### config.mk
export PLATFORM = sky130hd
export DESIGN_NAME = pipe_ctrl
export DESIGN_NICKNAME = d
export VERILOG_FILES = /design/src/rtl/pipe_ctrl_pkg.sv /design/src/rtl/pipe_ctrl_mc_timer.sv /design/src/rtl/pipe_ctrl.sv
export SDC_FILE = /design/constraint.sdc
export NUM_CORES = 1
export LEC_CHECK = 0
export BUFFER_PORTS_ARGS = -buffer_cell sky130_fd_sc_hd__clkbuf_2
export CELL_PAD_IN_SITES_DETAIL_PLACEMENT = 0
export CELL_PAD_IN_SITES_GLOBAL_PLACEMENT = 1
export CORE_ASPECT_RATIO = 1.2
export CORE_MARGIN = 10
export CORE_UTILIZATION = 29
export CTS_CLUSTER_SIZE = 24
export DETAILED_ROUTE_END_ITERATION = 6
export GPL_TIMING_DRIVEN = 0
export PLACE_DENSITY = 0.82
export SETUP_SLACK_MARGIN = 0.5
export SYNTH_ARGS = -nofsm -noshare
export SYNTH_HDL_FRONTEND = slang
export SYNTH_SLANG_ARGS = --single-unit
### constraint.sdc
create_clock -name clk -period 4.6 [get_ports clk]
set_input_delay 0.92 -clock clk [delete_from_list [all_inputs] [get_ports clk]]
set_output_delay 0.92 -clock clk [all_outputs]
set_load 0.05 [all_outputs]
### src/rtl/pipe_ctrl_pkg.sv
// Shared types and constants for the pipeline stall/flush scheduler.
package pipe_ctrl_pkg;

  localparam int MC_LAT_DIV = 33;
  localparam int MC_CNT_W   = 8;

  typedef enum logic {
    RUN     = 1'b0,
    MC_WAIT = 1'b1
  } mc_state_t;

  typedef struct packed {
    logic stall;
    logic flush;
  } stage_ctrl_t;

endpackage

### src/rtl/pipe_ctrl_mc_timer.sv
// Multi-cycle op countdown: load MC_LAT-1, decrement on enable, flag zero.
module mc_timer
  import pipe_ctrl_pkg::*;
#(
  parameter int MC_LAT = MC_LAT_DIV
) (
  input  logic clk,
  input  logic reset,
  input  logic load,
  input  logic dec,
  output logic done
);

  logic [MC_CNT_W-1:0] cnt_q, cnt_d;

  always_comb begin
    cnt_d = cnt_q;
    if (load)
      cnt_d = MC_CNT_W'(MC_LAT - 1);
    else if (dec && cnt_q != '0)
      cnt_d = cnt_q - MC_CNT_W'(1);
  end

  always_ff @(posedge clk) begin
    if (reset) cnt_q <= '0;
    else       cnt_q <= cnt_d;
  end

  assign done = (cnt_q == '0);

endmodule

### src/rtl/pipe_ctrl.sv
// Five-stage stall/flush scheduler with multi-cycle wait and wrong-path discard.
// Optional perf counters are built when PIPE_CTRL_PERF_EN is defined.
module pipe_ctrl
  import pipe_ctrl_pkg::*;
#(
  parameter int MC_LAT = MC_LAT_DIV
) (
  input  logic        clk,
  input  logic        reset,
  input  logic        bubble_d,
  input  logic        ireq_busy,
  input  logic        dreq_busy,
  input  logic        redirect_e,
  input  logic        mc_start,
  output logic        stall_f,
  output logic        stall_d,
  output logic        stall_e,
  output logic        stall_m,
  output logic        flush_d,
  output logic        flush_e,
  output logic        flush_m,
  output logic        flush_w,
  output logic        fetch_discard,
  output logic        mc_busy,
  output logic [31:0] perf_stall_cnt,
  output logic [31:0] perf_flush_cnt
);

  mc_state_t   state_q, state_d;
  logic        discard_q, discard_d;
  logic        mc_done, mc_hold, mc_launch, mc_dec;
  logic        redir_acc, fetch_wait;
  stage_ctrl_t ctl_f, ctl_d, ctl_e, ctl_m, ctl_w;

  assign mc_hold    = (state_q == MC_WAIT) && !mc_done;
  assign mc_launch  = mc_start && !dreq_busy && !mc_hold;
  assign mc_dec     = (state_q == MC_WAIT) && !dreq_busy;
  assign redir_acc  = redirect_e && !dreq_busy
                    && !mc_hold && !mc_launch;
  assign fetch_wait = ireq_busy || discard_q;

  mc_timer #(.MC_LAT(MC_LAT)) u_timer (
    .clk   (clk),
    .reset (reset),
    .load  (mc_launch),
    .dec   (mc_dec),
    .done  (mc_done)
  );

  always_comb begin
    state_d   = state_q;
    discard_d = discard_q;
    if (mc_launch)
      state_d = MC_WAIT;
    else if (state_q == MC_WAIT && mc_done)
      state_d = RUN;
    if (redir_acc && fetch_wait)
      discard_d = 1'b1;
    else if (!ireq_busy)
      discard_d = 1'b0;
  end

  always_ff @(posedge clk) begin
    if (reset) begin
      state_q   <= RUN;
      discard_q <= 1'b0;
    end else begin
      state_q   <= state_d;
      discard_q <= discard_d;
    end
  end

  // The launch cycle holds E like MC_WAIT but leaves M alone.
  always_comb begin
    ctl_f = '0;
    ctl_d = '0;
    ctl_e = '0;
    ctl_m = '0;
    ctl_w = '0;
    if (reset) begin
      ctl_d.flush = 1'b1;
      ctl_e.flush = 1'b1;
      ctl_m.flush = 1'b1;
      ctl_w.flush = 1'b1;
    end else if (dreq_busy) begin
      ctl_f.stall = 1'b1;
      ctl_d.stall = 1'b1;
      ctl_e.stall = 1'b1;
      ctl_m.stall = 1'b1;
      ctl_w.flush = 1'b1;
    end else if (mc_hold || mc_launch) begin
      ctl_f.stall = 1'b1;
      ctl_d.stall = 1'b1;
      ctl_e.stall = 1'b1;
      ctl_m.flush = mc_hold;
    end else begin
      if (redir_acc) begin
        ctl_d.flush = 1'b1;
        ctl_e.flush = 1'b1;
      end else if (bubble_d) begin
        ctl_d.stall = 1'b1;
        ctl_e.flush = 1'b1;
      end else if (fetch_wait) begin
        ctl_d.flush = 1'b1;
      end
      ctl_f.stall = (bubble_d && !redir_acc) || fetch_wait;
    end
  end

  assign stall_f       = ctl_f.stall;
  assign stall_d       = ctl_d.stall;
  assign stall_e       = ctl_e.stall;
  assign stall_m       = ctl_m.stall;
  assign flush_d       = ctl_d.flush;
  assign flush_e       = ctl_e.flush;
  assign flush_m       = ctl_m.flush;
  assign flush_w       = ctl_w.flush;
  assign fetch_discard = !reset && discard_q && !ireq_busy;
  assign mc_busy       = (state_q == MC_WAIT);

`ifdef PIPE_CTRL_PERF_EN
  logic [31:0] perf_stall_q, perf_stall_d;
  logic [31:0] perf_flush_q, perf_flush_d;

  always_comb begin
    perf_stall_d = perf_stall_q;
    perf_flush_d = perf_flush_q;
    if (stall_f && perf_stall_q != '1)
      perf_stall_d = perf_stall_q + 32'd1;
    if ((flush_d || flush_e) && perf_flush_q != '1)
      perf_flush_d = perf_flush_q + 32'd1;
  end

  always_ff @(posedge clk) begin
    if (reset) begin
      perf_stall_q <= '0;
      perf_flush_q <= '0;
    end else begin
      perf_stall_q <= perf_stall_d;
      perf_flush_q <= perf_flush_d;
    end
  end

  assign perf_stall_cnt = perf_stall_q;
  assign perf_flush_cnt = perf_flush_q;
`else
  assign perf_stall_cnt = '0;
  assign perf_flush_cnt = '0;
`endif

`ifndef SYNTHESIS
  always_ff @(posedge clk) begin
    if (!reset) begin
      assert (!(redirect_e && mc_start))
        else $error("redirect_e and mc_start together");
      assert (!ctl_f.flush && !ctl_w.stall)
        else $error("F flush or W stall requested");
    end
  end
`endif

endmodule

==> results of run 1 <==
## power by group through the flow
| stage | registers (W) | clock network (W) | logic, W |
|---|---|---|---|
| after floorplan | 0.0000956 | 0 | 0.000200 |
| after global placement | 0.0000948 | 0 | 0.000215 |
| after detailed placement | 0.0000948 | 0 | 0.000215 |
| after CTS | 0.0000931 | 0.000115 | 0.000215 |
| after global routing | 0.0000938 | 0.000120 | 0.000231 |
| final | 0.0000932 | 0.000111 | 0.000219 |
## routing by layer
layer | up-vias | global-route usage
met5 | - | 0
met4 | 0 | 0.0349
met3 | 3 | 0.0568
met2 | 45 | 0.131
met1 | 378 | 0.0672
li1 | 528 | -
## per-stage QoR
stage	utilization	power [W]	area, um^2
2_1_floorplan	-	0.000296	1380
3_3_place_gp	0.407	0.000309	1520
3_5_place_dp	0.407	0.000310	1520
4_1_cts	0.422	0.000423	1570
5_1_grt	0.422	0.000445	1570
6_report	0.422	0.000423	1570
## cells by family (layout without fill, tap and decap cells)
logic type | after synthesis | in the layout | synth area share
AOI/OAI and AO/OA | 20 | 20 | 0.117
xor gates and xnor gates | 3 | 3 | 0.0230
adders and majority gates | 2 | 2 | 0.0219
buffers and inverters | 71 | 89 | 0.450
DFF | 10 | 10 | 0.175
other | 1 | 64 | 0.00328
and+or+nand+nor | 41 | 41 | 0.210
## layout make-up
class / instances / share of cell area
Multi-Input combinational cell: 130 / 0.424
Buffer: 67 / 0.318
Sequential cell: 10 / 0.127
Timing Repair Buffer: 14 / 0.0446
Tap cell: 52 / 0.0414
Clock buffer: 4 / 0.0351
Inverter: 4 / 0.00956
## placed cells by master (no fill, tap or decap), types with 4 or more instances in the layout
cell | Yosys | layout
inv_1 | 4 | 4
a21oi_1 | 4 | 4
nor3_1 | 7 | 7
or2_2 | 5 | 5
nor2_1 | 10 | 10
buf_4 | 64 | 64
clkbuf_2 | 0 | 14
dfxtp_1 | 10 | 10
clkbuf_8 | 0 | 4
conb_1 | 1 | 64
## worst min-delay path: stages, from the launching register on
cell     delay, ps
dfxtp_1        330
nand2_1         60
o21ai_0         60
## state kept, by name (all words and copies together), names as in the netlist
register and flops:
mc_busy 1, discard_q 1, u_timer.cnt_q 8
## worst max-delay path by stage
stage	cells past startpoint	slack (ps)	start	endpoint
after floorplan	3	1210	reset	fetch_discard
after global placement	7	1440	u_timer.cnt_q[0]$_SDFFE_PP0P_	flush_e
after detailed placement	7	1430	u_timer.cnt_q[0]$_SDFFE_PP0P_	flush_e
after CTS	7	1150	u_timer.cnt_q[0]$_SDFFE_PP0P_	flush_e
after global routing	7	920	u_timer.cnt_q[0]$_SDFFE_PP0P_	flush_d
final	7	1170	u_timer.cnt_q[0]$_SDFFE_PP0P_	flush_e
==> flow_summary.yaml, run 1 <==
power_and_ir_drop:
  switching_share: 0.475
  pwr-share-clk: 0.262
  p_leak_nw: 0.883
  peakVddDrop_v: 0.000101
  powerDensity_mw_per_mm2: 269
  p_switching_w: 0.000201
  combinationalPowerShare: 0.517
  power_frac_seq: 0.221
  intPower_w: 0.000222
finish:
  final-seq-area_um2: 200
  fillers: 384
  final_cells: 281
  multi_input_area_um2: 666
  drive_above_1_share: 0.397
  antennaDiodeCount: 0
  nets: 239
  synthToLayoutAreaGrowth_pct: 37.3
logic_synthesis:
  syn_inst: 148
  synth_area_mm2: 0.00114
  yosysMostFrequentCell: "buf_4"
  ys_warn_count: 0
  synth_area_leaders: "buf_4, dfxtp_1, nor2_1"
  postSynthAreaPerCell_um2: 7.73
  async_flop_share: 0
  synthFlopType: "dfxtp_1"
  ys_ff_latch: 10
  ys_seq_area_frac: 0.175
  synthTopCellsByCount: "buf_4, dfxtp_1, nor2_1, nor3_1, or2_2"
  ys_types: 34
  yosys.area.top_type: "buf_4"
  synth-edff-count: 0
  yosysTopAreaCellShare: 0.420
place:
  dp_cells: 277
  portBuffers: 14
  dpl.hpwl_um: 2380
  routabilityCongestion: 0.777
  place_ws_ps: 1430
cts:
  postCtsSetupBuffers: 0
  clock_path_buffers: 2
  hold_buffers: 0
  ctsResizeCount: 0
  cts_tree: "done"
  cts_root_buf: "clkbuf_8"
  numCtsBuffers: 3
  h-tree-depth: 1
  clkTransAtPathRegs_ps: 50
  cts_sinks: 10
  clock_latency_ps: 240
floorplanning:
  io_pins: 81
  core_mm2: 0.00372
  die_width_um: 77.3
  rows: 24
  dieArea_mm2: 0.00687
  die_h_um: 88.8
  initial_utilization: 0.307
detailed_routing:
  drt_iter0_drc: 46
  first_pass_iters: 4
  wl_met3_um: 417
  vias: 954
  wirelength_met1_um: 1000
  dr.max_layer_used: "met4"
  drtAntennaViolNets: 0
  wl_met2_um: 1220
  drc_errors: 0
  via_per_inst: 3.40
  wl_um: 2680
  wl_per_cell_um: 9.54
sta:
  timing.final.hold_violations: 0
  rsz0062_at_grt: "false"
  min_period_over_period: 0.746
  worst_slew_pin_slew_ps: 677
  setup_viol: 0
  slew_headroom: 0.544
  hold_slack_ps: 491
  finalCriticalPeriod_ps: 3430
  fin_worst_skew_ps: 1.36
  fin_tns_setup_ps: 0
  fmaxAchievable_ghz: 0.291
  setup_ws_ps: 1170
  slew_viol_final: 0
critical_path:
  worst-path-max-fanout: 6
  regToRegEndpoint: "u_timer.cnt_q[5]$_SDFFE_PP0P_"
  startpoint_type: "register"
  cpLargestDelayFamily: "simple AND/OR/NAND/NOR gates"
  reg2reg_slack_ps: 2590
  crit_chain: "inv_1 -> ha_1 -> nor3b_1 -> a21boi_1 -> nor3_1 -> a21o_1 -> clkbuf_2"
  cp.required_ps: 3680
  r2r_start: "u_timer.cnt_q[0]$_SDFFE_PP0P_"
  cp_slowest_stage_delay_ps: 520
  cp-end-kind: "output pin"
  path_class: "reg2out"
  slowest_stage: "nor3b_1"
  worstPathArrival_ps: 2510
  ff2ff_path_depth: 6
  path_buf_inv: 2
global_routing:
  antenna_found_initial: 0
  grt_pass1_vias: 933
  grt_pass1_wl_um: 4330
  grt-ovfl-total: 0
  grt_max_degree: 11
  grt_usage: 0.0765
run_status:
  outcome: "finished, final reports clean"
worst_hold_path:
  hp-class: "reg2reg"
  whs_endpoint: "discard_q$_SDFFE_PP0P_"
  worstHoldPathCells: 2
  hp-start: "discard_q$_SDFFE_PP0P_"
flow_run:
  cap_violations: 0
(Power assumes the default switching activity.)
==> run 2: changes to the inputs <==
--- a/config.mk
+++ b/config.mk
@@ -5,16 +5,17 @@
 export SDC_FILE = /design/constraint.sdc
 export NUM_CORES = 1
 export LEC_CHECK = 0
+export ABC_AREA = 1
 export BUFFER_PORTS_ARGS = -buffer_cell sky130_fd_sc_hd__clkbuf_2
 export CELL_PAD_IN_SITES_DETAIL_PLACEMENT = 0
 export CELL_PAD_IN_SITES_GLOBAL_PLACEMENT = 1
 export CORE_ASPECT_RATIO = 1.2
 export CORE_MARGIN = 10
-export CORE_UTILIZATION = 29
+export CORE_UTILIZATION = 28
 export CTS_CLUSTER_SIZE = 24
 export DETAILED_ROUTE_END_ITERATION = 6
 export GPL_TIMING_DRIVEN = 0
-export PLACE_DENSITY = 0.82
+export PLACE_DENSITY = 0.79
 export SETUP_SLACK_MARGIN = 0.5
 export SYNTH_ARGS = -nofsm -noshare
 export SYNTH_HDL_FRONTEND = slang
==> constraint.sdc (replaced) <==
create_clock -name clk -period 3.6 [get_ports clk]
set_input_delay 0.72 -clock clk [delete_from_list [all_inputs] [get_ports clk]]
set_output_delay 0.72 -clock clk [all_outputs]
set_load 0.05 [all_outputs]
==> run 2 against run 1 <==
Compared with the run above: register-to-register slack got worse by 370 ps; hold slack got worse by 3.5 ps; design area increased by 7.6%; largest cell class unchanged; largest power group unchanged.
==> flow_summary.yaml, run 2 <==
run_status:
  outcome: "finished, final reports clean"
finish:
  multi_input_area_um2: 719
  synthToLayoutAreaGrowth_pct: 35.4
  drive_above_1_share: 0.434
  layout_common_cells: "buf_4, conb_1, nand2_1"
  nets: 275
  final-seq-area_um2: 200
  regMostFlops: "u_timer.cnt_q"
  final_cells: 321
  fillers: 485
  antennaDiodeCount: 0
  largest_reg_flops: 8
worst_hold_path:
  hp-start: "u_timer.cnt_q[0]$_SDFFE_PP0P_"
  whs_endpoint: "u_timer.cnt_q[0]$_SDFFE_PP0P_"
  worstHoldPathCells: 2
  hp-class: "reg2reg"
detailed_routing:
  drt_iter0_drc: 23
  via_per_inst: 3.25
  drtAntennaViolNets: 0
  wl_per_cell_um: 8.68
  wl_um: 2790
  vias: 1044
  first_pass_iters: 4
  drc_errors: 0
floorplanning:
  dieArea_mm2: 0.00754
  die_width_um: 80.9
  core_mm2: 0.00429
  io_pins: 81
  initial_utilization: 0.291
  die_h_um: 93.1
  rows: 26
cts:
  cts_root_buf: "clkbuf_8"
  postCtsSetupBuffers: 0
  ctsResizeCount: 0
  clkTransAtPathRegs_ps: 50
  clock_path_buffers: 2
  cts_tree: "done"
  cts_sinks: 10
  numCtsBuffers: 3
  clock_latency_ps: 240
  hold_buffers: 0
  h-tree-depth: 1
sta:
  hold_slack_ps: 488
  fin_worst_skew_ps: 0.754
  rsz0062_at_grt: "false"
  timing.final.hold_violations: 0
  fin_tns_setup_ps: 0
  setup_ws_ps: 1100
  fmaxAchievable_ghz: 0.400
  finalCriticalPeriod_ps: 2500
  setup_viol: 0
  slew_viol_final: 0
  min_period_over_period: 0.695
critical_path:
  worst-path-max-fanout: 4
  regToRegEndpoint: "u_timer.cnt_q[6]$_SDFFE_PP0P_"
  path_class: "reg2out"
  slowest_stage: "dfxtp_1"
  startpoint_type: "register"
  cp-end-kind: "output pin"
  reg2reg_slack_ps: 2220
  worstPathArrival_ps: 1780
  critPathMostFrequentCell: "nor2_4"
  cp.required_ps: 2880
  path_buf_inv: 2
  r2r_start: "u_timer.cnt_q[0]$_SDFFE_PP0P_"
  crit_chain: "inv_1 -> ha_1 -> nand3_1 -> nor2_2 -> nor2_4 -> nor2_4 -> nand2_2 -> o21ai_1 -> clkbuf_2"
  cpLargestDelayFamily: "simple AND/OR/NAND/NOR gates"
  ff2ff_path_depth: 11
  cp_slowest_stage_delay_ps: 310
power_and_ir_drop:
  powerDensity_mw_per_mm2: 331
  peakVddDrop_v: 0.000125
  p_leak_nw: 1.04
global_routing:
  grt_pass1_wl_um: 4260
  antenna_found_initial: 0
  grt_pass1_vias: 1006
  grt-ovfl-total: 0
  grt_usage: 0.0706
  grt_max_degree: 10
logic_synthesis:
  synth-edff-count: 0
  synthFlopType: "dfxtp_1"
  ys_ff_latch: 10
  async_flop_share: 0
  postSynthAreaPerCell_um2: 6.85
  yosysTopAreaCellShare: 0.385
  syn_inst: 182
  ys_types: 23
  synth_area_mm2: 0.00125
  synth_area_leaders: "buf_4, dfxtp_1, nand2_1"
  yosys.area.top_type: "buf_4"
  ys_seq_area_frac: 0.160
  ys_warn_count: 0
  synthTopCellsByCount: "buf_4, nand2_1, nor2_1, inv_1, dfxtp_1"
  yosysMostFrequentCell: "buf_4"
flow_run:
  cap_violations: 0
place:
  dpl.hpwl_um: 2540
  place_ws_ps: 1150
  portBuffers: 16
  routabilityCongestion: 0.785
  dp_cells: 317
run 2: changes by cell type in the layout (fill, tap and decap cells not counted), sizes merged, moves of 4 or more:
| cell | before | now |
|---|---|---|
| nand2 | 2 | 37 |
| inv | 4 | 21 |
| nor2 | 10 | 24 |
| nor3 | 7 | 0 |
| nand3 | 1 | 7 |
| or2 | 5 | 1 |
run 2: area by class of cell:
class                   count  share of cell area
repair buffers             16              0.0474
well taps                  56              0.0415
plain buffers              64               0.284
multi-input cells         150               0.426
inverters                  21              0.0496
flip-flops and latches     10               0.119
clock buffers               4              0.0326
run 2: tightest hold or removal path, delay by kind of cell (launching register included):
family / cells / cell delay (ps)
simple gates: 1 / 80
flops: 1 / 310
compound gates: 1 / 50
run 2: worst max path at each step:
stage                                              from  endpoint  cells past startpoint
after global routing      u_timer.cnt_q[0]$_SDFFE_PP0P_   flush_e                      9
after detailed placement                      dreq_busy   flush_e                      8
after CTS                 u_timer.cnt_q[0]$_SDFFE_PP0P_   flush_e                      9
after global placement                        dreq_busy   flush_e                      8
final                     u_timer.cnt_q[0]$_SDFFE_PP0P_   flush_e                      9
after floorplan                               dreq_busy   flush_d                      6
run 2: per-layer routing:
metal,share of wire,GRT usage,up-vias
met5,0,0,-
met4,0.020,0.0347,0
met3,0.17,0.0546,5
met2,0.46,0.121,51
met1,0.35,0.0571,399
li1,-,-,589
run 2: metrics by stage:
step	util	total power [W]	cell area [um^2]
6_report	0.393	0.000560	1690
5_1_grt	0.393	0.000591	1690
4_1_cts	0.393	0.000564	1690
3_5_place_dp	0.381	0.000414	1630
3_3_place_gp	0.381	0.000413	1630
2_1_floorplan	-	0.000393	1480
run 2: kinds of logic after synthesis:
kind of cell	after synthesis	share of synthesized area
adders and majority gates	2	0.0201
DFF	10	0.160
xor gates and xnor gates	1	0.00702
and+or+nand+nor	71	0.291
other	1	0.00301
AOI/OAI and AO/OA	12	0.0662
buffers and inverters	85	0.452
run 2: power breakdown:
part | switching, W | total (W) | internal, W
Sequential | 0.00000257 | 0.000117 | 0.000114
Combinational | 0.000224 | 0.000298 | 0.0000741
Clock | 0.0000483 | 0.000145 | 0.0000965
Total | 0.000275 | 0.000560 | 0.000285
==> run 3: changes to the inputs <==
--- a/config.mk
+++ b/config.mk
@@ -11,11 +11,11 @@
 export CELL_PAD_IN_SITES_GLOBAL_PLACEMENT = 1
 export CORE_ASPECT_RATIO = 1.2
 export CORE_MARGIN = 10
-export CORE_UTILIZATION = 28
+export CORE_UTILIZATION = 25
 export CTS_CLUSTER_SIZE = 24
 export DETAILED_ROUTE_END_ITERATION = 6
 export GPL_TIMING_DRIVEN = 0
-export PLACE_DENSITY = 0.79
+export PLACE_DENSITY = 0.74
 export SETUP_SLACK_MARGIN = 0.5
 export SYNTH_ARGS = -nofsm -noshare
 export SYNTH_HDL_FRONTEND = slang
==> constraint.sdc (replaced) <==
create_clock -name clk -period 2.2 [get_ports clk]
set_input_delay 0.44 -clock clk [delete_from_list [all_inputs] [get_ports clk]]
set_output_delay 0.44 -clock clk [all_outputs]
set_load 0.05 [all_outputs]
==> run 3 against run 2 <==
Compared with the run above: clock power increased by 28%; first-iteration DRC count down 52%; total power increased by 67%; global-route usage about the same; critical path type unchanged; critical endpoint is now stall_e; largest cell class unchanged.
==> flow_summary.yaml, run 3 (synthesis gave the netlist of run 2 again) <==
finish:
  final_common_cell: "buf_4"
  drive_above_1_share: 0.527
  layout_common_cells: "buf_4, conb_1, nand2_1"
  nets: 288
  regMostFlops: "u_timer.cnt_q"
  largest_reg_flops: 8
  synthToLayoutAreaGrowth_pct: 58.9
  antennaDiodeCount: 0
sta:
  fin_tns_setup_ps: 0
  setup_viol: 0
  setup_ws_ps: 197
  slew_viol_final: 0
  min_period_over_period: 0.910
  fmaxAchievable_ghz: 0.499
  fin_worst_skew_ps: 0.304
  rsz0062_at_grt: "true"
  timing.final.hold_violations: 0
  finalCriticalPeriod_ps: 2000
floorplanning:
  dieArea_mm2: 0.00823
  core_mm2: 0.00487
  io_pins: 81
  rows: 28
  die_width_um: 84.5
  die_h_um: 97.4
  initial_utilization: 0.256
power_and_ir_drop:
  p_switching_w: 0.000463
  switching_share: 0.495
  combinationalPowerShare: 0.596
  intPower_w: 0.000472
  power_frac_seq: 0.205
  peakVddDrop_v: 0.000211
  p_leak_nw: 1.13
  powerDensity_mw_per_mm2: 472
  pwr-share-clk: 0.199
critical_path:
  regToRegEndpoint: "u_timer.cnt_q[4]$_SDFFE_PP0P_"
  path_class: "reg2out"
  r2r_start: "u_timer.cnt_q[1]$_SDFFE_PP0P_"
  worst-path-max-fanout: 3
  cp-end-kind: "output pin"
  cp.required_ps: 1760
  ff2ff_path_depth: 10
  crit_path_start: "u_timer.cnt_q[0]$_SDFFE_PP0P_"
  worstPathArrival_ps: 1560
  startpoint_type: "register"
  reg2reg_slack_ps: 630
flow_run:
  cap_violations: 0
global_routing:
  grt-ovfl-total: 0
  grt_pass1_wl_um: 4890
  antenna_found_initial: 0
  grt_pass1_vias: 1118
  grt_max_degree: 10
  grt_usage: 0.0709
detailed_routing:
  drt_iter0_drc: 11
  via_per_inst: 3.30
  first_pass_iters: 3
  drc_errors: 0
  vias: 1112
  wl_per_cell_um: 9.14
  drtAntennaViolNets: 0
  wl_um: 3080
cts:
  cts_tree: "done"
  clock_path_buffers: 2
  clock_latency_ps: 230
  cts_sinks: 10
  hold_buffers: 0
  cts_root_buf: "clkbuf_8"
  h-tree-depth: 1
  numCtsBuffers: 3
  clkTransAtPathRegs_ps: 40
place:
  dpl.hpwl_um: 2570
  portBuffers: 16
  place_ws_ps: 244
  routabilityCongestion: 0.797
worst_hold_path:
  hp-start: "u_timer.cnt_q[0]$_SDFFE_PP0P_"
  hp-class: "reg2reg"
  worstHoldPathCells: 2
  whs_endpoint: "u_timer.cnt_q[0]$_SDFFE_PP0P_"
run_status:
  outcome: "finished, final reports clean"
==> run 3: metrics by stage <==
stage	power, W	cell area (um^2)	cells	hold slack (ps)	utilization
after floorplan	0.000659	1560	245	458	-
after global placement	0.000694	1720	321	468	0.353
after detailed placement	0.000696	1720	321	476	0.353
after CTS	0.000924	1940	334	486	0.398
after global routing	0.000982	1980	337	498	0.407
final	0.000935	1980	337	494	0.407
==> run 3: worst max-delay path by stage <==
stage | to | slack [ps]
2_1_floorplan | flush_e | 450
3_3_place_gp | stall_f | 260
3_5_place_dp | stall_f | 240
4_1_cts | stall_e | 170
5_1_grt | stall_e | 100
6_report | stall_e | 200
==> run 3: area by class of cell <==
| cell class | count | area (um^2) |
|---|---|---|
| plain buffers | 64 | 480 |
| clock buffers | 3 | 41.3 |
| multi-input cells | 150 | 823 |
| fillers | 503 | 2890 |
| flip-flops and latches | 10 | 205 |
| repair buffers | 29 | 263 |
| well taps | 60 | 75.1 |
| inverters | 21 | 93.8 |
==> run 3: worst max-delay path, stage by stage, from the launching register on <==
cell and delay [ps]:
dfxtp_2 330, inv_4 60, ha_4 140, nand3_4 60, nor2_4 110, nor2_4 50
nor2_4 100, nand2_4 90, nand2_4 110, clkinvlp_4 100, clkbuf_16 170
==> run 3: what timing repair did <==
item                       4_1_cts  5_1_grt
resized for setup               19       11
setup endpoints to repair        7        7
setup buffers                   10        3
pin swaps                        9        6
==> run 3: per-layer routing <==
metal,vias to the layer above,wire length (um),share of wire,track usage
met4,0,72,0.023,0.0419
met2,49,1520,0.49,0.124
met5,-,0,0,0
li1,616,-,-,-
met1,442,1040,0.34,0.0593
met3,5,446,0.14,0.0428
==> run 3: power by group through the flow <==
stage	Clock [W]	Combinational (W)	Sequential [W]
3_3_place_gp	0	0.000499	0.000195
6_report	0.000186	0.000557	0.000192
2_1_floorplan	0	0.000461	0.000198
4_1_cts	0.000193	0.000539	0.000192
5_1_grt	0.000200	0.000590	0.000192
3_5_place_dp	0	0.000500	0.000195
